File: config.mk
export PLATFORM = sky130hd
export DESIGN_NAME = id_ex_pipe
export DESIGN_NICKNAME = d
export VERILOG_FILES = /design/src/rtl/id_ex_pipe.sv
export SDC_FILE = /design/constraint.sdc
export NUM_CORES = 1
export LEC_CHECK = 0
export CAP_MARGIN = 20
export CORE_MARGIN = 1.5
export CORE_UTILIZATION = 43
export CTS_CLUSTER_DIAMETER = 120
export CTS_CLUSTER_SIZE = 25
export DETAILED_ROUTE_END_ITERATION = 16
export PLACE_DENSITY = 0.81
export SKIP_LAST_GASP = 1
export SYNTH_ARGS = -nofsm -noshare
export SYNTH_HDL_FRONTEND = slang
export SYNTH_SLANG_ARGS = --single-unit
File: constraint.sdc
create_clock -name clk -period 2.75 [get_ports clk]
set_input_delay 0.825 -clock clk [delete_from_list [all_inputs] [get_ports clk]]
set_output_delay 0.825 -clock clk [all_outputs]
set_load 0.02 [all_outputs]
File: src/rtl/id_ex_pipe.sv
// Decode->execute pipeline register: operand muxing, immediate extension,
// stall/flush control, valid tracking, memory-access tagging and stall monitoring.
module id_ex_pipe #(
    parameter int unsigned W       = 16,
    parameter int unsigned CTRL_W  = 8,
    parameter int unsigned LEN_W   = 5,
    parameter int unsigned ACT_W   = 2,
    parameter int unsigned STALL_W = 4
) (
    input  logic                clk,
    input  logic                rst,
    input  logic                hold,
    input  logic                flush,
    input  logic                in_valid,
    input  logic                mem_access,
    input  logic [W-1:0]        pc,
    input  logic [W-1:0]        src1,
    input  logic [W-1:0]        src2,
    input  logic [W-1:0]        imm_raw,
    input  logic [LEN_W-1:0]    imm_len,
    input  logic                imm_sign,
    input  logic [1:0]          op1_sel,
    input  logic [1:0]          op2_sel,
    input  logic [CTRL_W-1:0]   ctrl_in,
    output logic                out_valid,
    output logic [W-1:0]        pc_out,
    output logic [W-1:0]        op1,
    output logic [W-1:0]        op2,
    output logic [W-1:0]        store_val,
    output logic [CTRL_W-1:0]   ctrl_out,
    output logic [ACT_W-1:0]    mem_tag,
    output logic                mem_trig,
    output logic [STALL_W-1:0]  stall_cnt
);

    localparam logic [LEN_W-1:0]   LEN_FULL  = LEN_W'(W);
    localparam logic [STALL_W-1:0] STALL_MAX = '1;

    logic [W-1:0] imm_mask;
    logic [W-1:0] imm_shr;
    logic         imm_ext_bit;
    logic [W-1:0] imm_ext;
    logic [W-1:0] op1_nxt;
    logic [W-1:0] op2_nxt;

    // Immediate extension: keep the low imm_len bits, fill the rest with the sign if requested
    always_comb begin
        imm_mask    = ~({W{1'b1}} << imm_len);
        imm_shr     = imm_raw >> (imm_len - LEN_W'(1));
        imm_ext_bit = imm_sign & imm_shr[0];
        imm_ext     = '0;
        if (imm_len >= LEN_FULL) begin
            imm_ext = imm_raw;
        end else if (imm_len != '0) begin
            imm_ext = (imm_raw & imm_mask) | ({W{imm_ext_bit}} & ~imm_mask);
        end
    end

    // Operand selection
    always_comb begin
        op1_nxt = '0;
        case (op1_sel)
            2'd0:    op1_nxt = src1;
            2'd1:    op1_nxt = src2;
            2'd2:    op1_nxt = pc + W'(1);
            default: op1_nxt = '0;
        endcase
        op2_nxt = '0;
        case (op2_sel)
            2'd0:    op2_nxt = src2;
            2'd1:    op2_nxt = imm_ext;
            2'd2:    op2_nxt = '0;
            default: op2_nxt = src1;
        endcase
    end

    // Stage register: reset > flush > hold > load
    always_ff @(posedge clk) begin
        if (!rst) begin
            out_valid <= 1'b0;
            pc_out    <= '0;
            op1       <= '0;
            op2       <= '0;
            store_val <= '0;
            ctrl_out  <= '0;
            mem_tag   <= '0;
            mem_trig  <= 1'b0;
            stall_cnt <= '0;
        end else if (flush) begin
            out_valid <= 1'b0;
            op1       <= '0;
            op2       <= '0;
            store_val <= '0;
            ctrl_out  <= '0;
            mem_trig  <= 1'b0;
            stall_cnt <= '0;
        end else if (hold) begin
            mem_trig <= 1'b0;
            if (!out_valid) begin
                stall_cnt <= '0;
            end else if (stall_cnt != STALL_MAX) begin
                stall_cnt <= stall_cnt + STALL_W'(1);
            end
        end else begin
            out_valid <= in_valid;
            pc_out    <= pc;
            op1       <= op1_nxt;
            op2       <= op2_nxt;
            store_val <= src2;
            ctrl_out  <= in_valid ? ctrl_in : '0;
            stall_cnt <= '0;
            mem_trig  <= in_valid & mem_access;
            if (in_valid && mem_access) begin
                mem_tag <= mem_tag + ACT_W'(1);
            end
        end
    end

endmodule

==> results.py, run 1 <==
metrics = {
    "global_route": {
        "antenna_found_initial": 0,
        "overflow": 0,
        "grt_pass1_wl_um": 22300,
        "grt_pass1_vias": 4419,
        "grt_util_all_layers_pct": 28.6,
        "grt_max_degree": 20,
    },
    "synth": {
        "synth_top_area_share_pct": 40.0,
        "ys_types": 57,
        "synthCells": 467,
        "async_flop_share_pct": 0,
        "mappedNetlistArea_um2": 4000,
        "yosysTopAreaCell": "dfxtp_1",
        "synth_seq_cells": 80,
        "avgSynthCellArea_um2": 8.57,
        "synth_nets": 560,
        "synth_warnings": 0,
        "synth-edff-count": 0,
        "ys.flop_type": "dfxtp_1",
        "yosysSeqAreaShare_pct": 40.0,
        "synthTopCellsByArea": "dfxtp_1, nand2_1, a21oi_1",
    },
    "timing": {
        "hold_slack_ps": 461,
        "layout_min_cycle_time_ps": 2680,
        "setup_viol": 0,
        "timing.final.hold_violations": 0,
        "tns_ps": 0,
        "worst_pin_slew_ps": 664,
        "rsz0062_at_grt": "false",
        "finClkSkew_ps": 0.196,
        "slew_headroom_pct": 55.7,
        "max_freq_mhz": 373,
        "slew_violations": 0,
        "fin_crit_sh_pct": 97.4,
    },
    "drt": {
        "met3_wirelength_um": 1250,
        "avgViaCountPerCell": 5.76,
        "antenna_left": 0,
        "vias": 4485,
        "drc": 0,
        "highest_layer": "met4",
        "route.met2.wl_um": 6820,
        "dr.first_iter.drc_count": 214,
        "dr.pass1.iters": 5,
        "wl_um": 14300,
        "drt-wirelength-per-cell_um": 18.3,
        "wl_met1_um": 5840,
    },
    "finish": {
        "nNetsFinal": 755,
        "antenna_cells": 0,
        "synthToLayoutAreaGrowth_pct": 56.8,
        "stdcell_count": 778,
        "fillers": 726,
        "drive_gt1_share_pct": 12.6,
    },
    "clock_network": {
        "cts_hold_buffers": 0,
        "ctsHtreeMaxLevel": 3,
        "insertion_delay_ps": 370,
        "cts.clk_slew.worst_paths_ps": 80,
        "cts_root_buf": "clkbuf_8",
        "clock_path_buffers": 2,
        "cts_sinks": 80,
        "cts_buffers": 9,
        "cts_tree": "built",
    },
    "placement": {
        "hpwlAfterDp_um": 11200,
        "placedCellCount": 762,
        "place.gp.congestion": 0.885,
        "port_buffers": 167,
    },
    "setup_path": {
        "startpoint_type": "input port",
        "end_kind": "flip-flop",
        "cp_data_required_time_ps": 3010,
        "critical_path.max_fanout": 5,
        "arrival_ps": 2940,
        "crit_type": "in -> reg",
    },
    "floorplan": {
        "die_h_um": 99.5,
        "io_pins": 168,
        "start_util_pct": 43.7,
        "core_um2": 9150,
        "rows": 35,
        "die_area_um2": 9900,
        "die_w_um": 99.5,
    },
    "pwr": {
        "leakage_nw": 2.38,
        "irDropWorstVdd_mv": 0.271,
        "power_density_nw_per_um2": 443,
    },
    "run": {
        "drv_cap": 0,
    },
    "min_path": {
        "min_path_type": "reg -> reg",
    },
    "outcome": {
        "outcome": "completed",
    },
}
## cell usage after synthesis (all sizes together), types with 3 or more instances
master and count:
a2111oi 3, o211ai 6, nor3 4, a31oi 8, a311oi 6, a211oi 5, ha 5, nand4 3
a221o 6, xnor2 9, clkbuf 24, nand2 64, nand3 12, a21oi 42, a221oi 12, o221ai 6
mux2i 13, xor2 11, buf 7, nor2b 6, or2 3, nand2b 8, and3 5, inv 9
nor2 36, o21ai 22, dfxtp 80, a22o 18, a22oi 10
## final timing paths
path,startpoint,endpoint,slack (ps),depth (start not counted)
setup / recovery,imm_len[0],op2[3]$_SDFFE_PP0N_,70,9
hold / removal,pc_out[9]$_SDFFE_PN0P_,pc_out[9]$_SDFFE_PN0P_,460,2
setup reg to reg,stall_cnt[0]$_SDFFE_PP0P_,stall_cnt[1]$_SDFFE_PP0P_,1630,4
hold reg to reg,pc_out[9]$_SDFFE_PN0P_,pc_out[9]$_SDFFE_PN0P_,460,2
## power breakdown
group / switching, mW / internal (mW)
clock network: 0.463 / 0.451
logic: 0.317 / 0.325
registers: 0.0232 / 1.20
total: 0.804 / 1.97
## per-stage QoR
stage	util, %	cell area [µm²]	total power, mW	setup WS [ps]
after floorplan	-	4000	1.52	151
after CTS	68.3	6250	2.78	24.0
after global placement	66.0	6040	1.86	-339
final	68.6	6280	2.78	71.5
after global routing	68.6	6280	2.88	16.4
after detailed placement	66.0	6040	1.87	-413
## cells in the final DEF (no fill, tap or decap), drive strengths merged, types with 8 or more instances in the layout
cell type and count:
a21oi 42, a221oi 12, a22o 18, a22oi 10, a31oi 8, buf 48, clkbuf 11, clkdlybuf4s50 167
dfxtp 80, inv 10, mux2i 13, nand2 64, nand2b 8, nand3 12, nor2 36, o21ai 22
xnor2 9, xor2 11
## cell type report
| cell class | count | area [µm²] | share of cell area, % |
|---|---|---|---|
| Timing Repair Buffer | 215 | 2030 | 32.4 |
| Sequential cell | 80 | 1600 | 25.5 |
| Clock inverter | 5 | 63.8 | 1.02 |
| Multi-Input combinational cell | 346 | 2260 | 36.0 |
| Clock buffer | 11 | 141 | 2.25 |
| Inverter | 10 | 37.5 | 0.598 |
| Tap cell | 111 | 139 | 2.21 |
## kinds of logic after synthesis
group                    synth area share, %
adder cells (fa/ha/maj)                 1.56
AO/OA/AOI/OAI                           28.1
AND/OR/NAND/NOR                         17.1
buffers and inverters                   4.28
XOR/XNOR                                4.85
multiplexers                            4.09
flip-flops                              40.0
## metal layers
layer | vias to the layer above | track usage, %
li1 | 2109 | -
met1 | 2134 | 34.4
met2 | 212 | 48.4
met3 | 30 | 8.36
met4 | 0 | 10.8
met5 | - | 0
## state kept, by name, summed over array words and instances, names as in the netlist
| register | cells |
|---|---|
| mem_tag | 2 |
| op1 | 16 |
| stall_cnt | 4 |
| mem_trig | 1 |
| op2 | 16 |
| store_val | 16 |
| out_valid | 1 |
| pc_out | 16 |
| ctrl_out | 8 |
## critical path, cell delays in order
cell             delay [ps]
clkdlybuf4s50_1         490
inv_1                    80
ha_4                    300
mux2_2                  320
or3_1                   300
nand4_1                 110
o22ai_2                 120
buf_4                   160
a41o_1                  210
## what timing repair did
item / CTS / global route
setup endpoints to repair: 7 / 11
setup buffers: 0 / 0
gates resized for setup: 1 / 4
pin swaps: 0 / 1
(Power assumes the default switching activity.)
==> run 2: changes to the inputs <==
--- a/config.mk
+++ b/config.mk
@@ -12,6 +12,7 @@
 export CTS_CLUSTER_SIZE = 25
 export DETAILED_ROUTE_END_ITERATION = 16
 export PLACE_DENSITY = 0.81
+export SKIP_CTS_REPAIR_TIMING = 1
 export SKIP_LAST_GASP = 1
 export SYNTH_ARGS = -nofsm -noshare
 export SYNTH_HDL_FRONTEND = slang
==> results of run 2 <==
Final layout, timing and power as in run 1 (identical DEF).
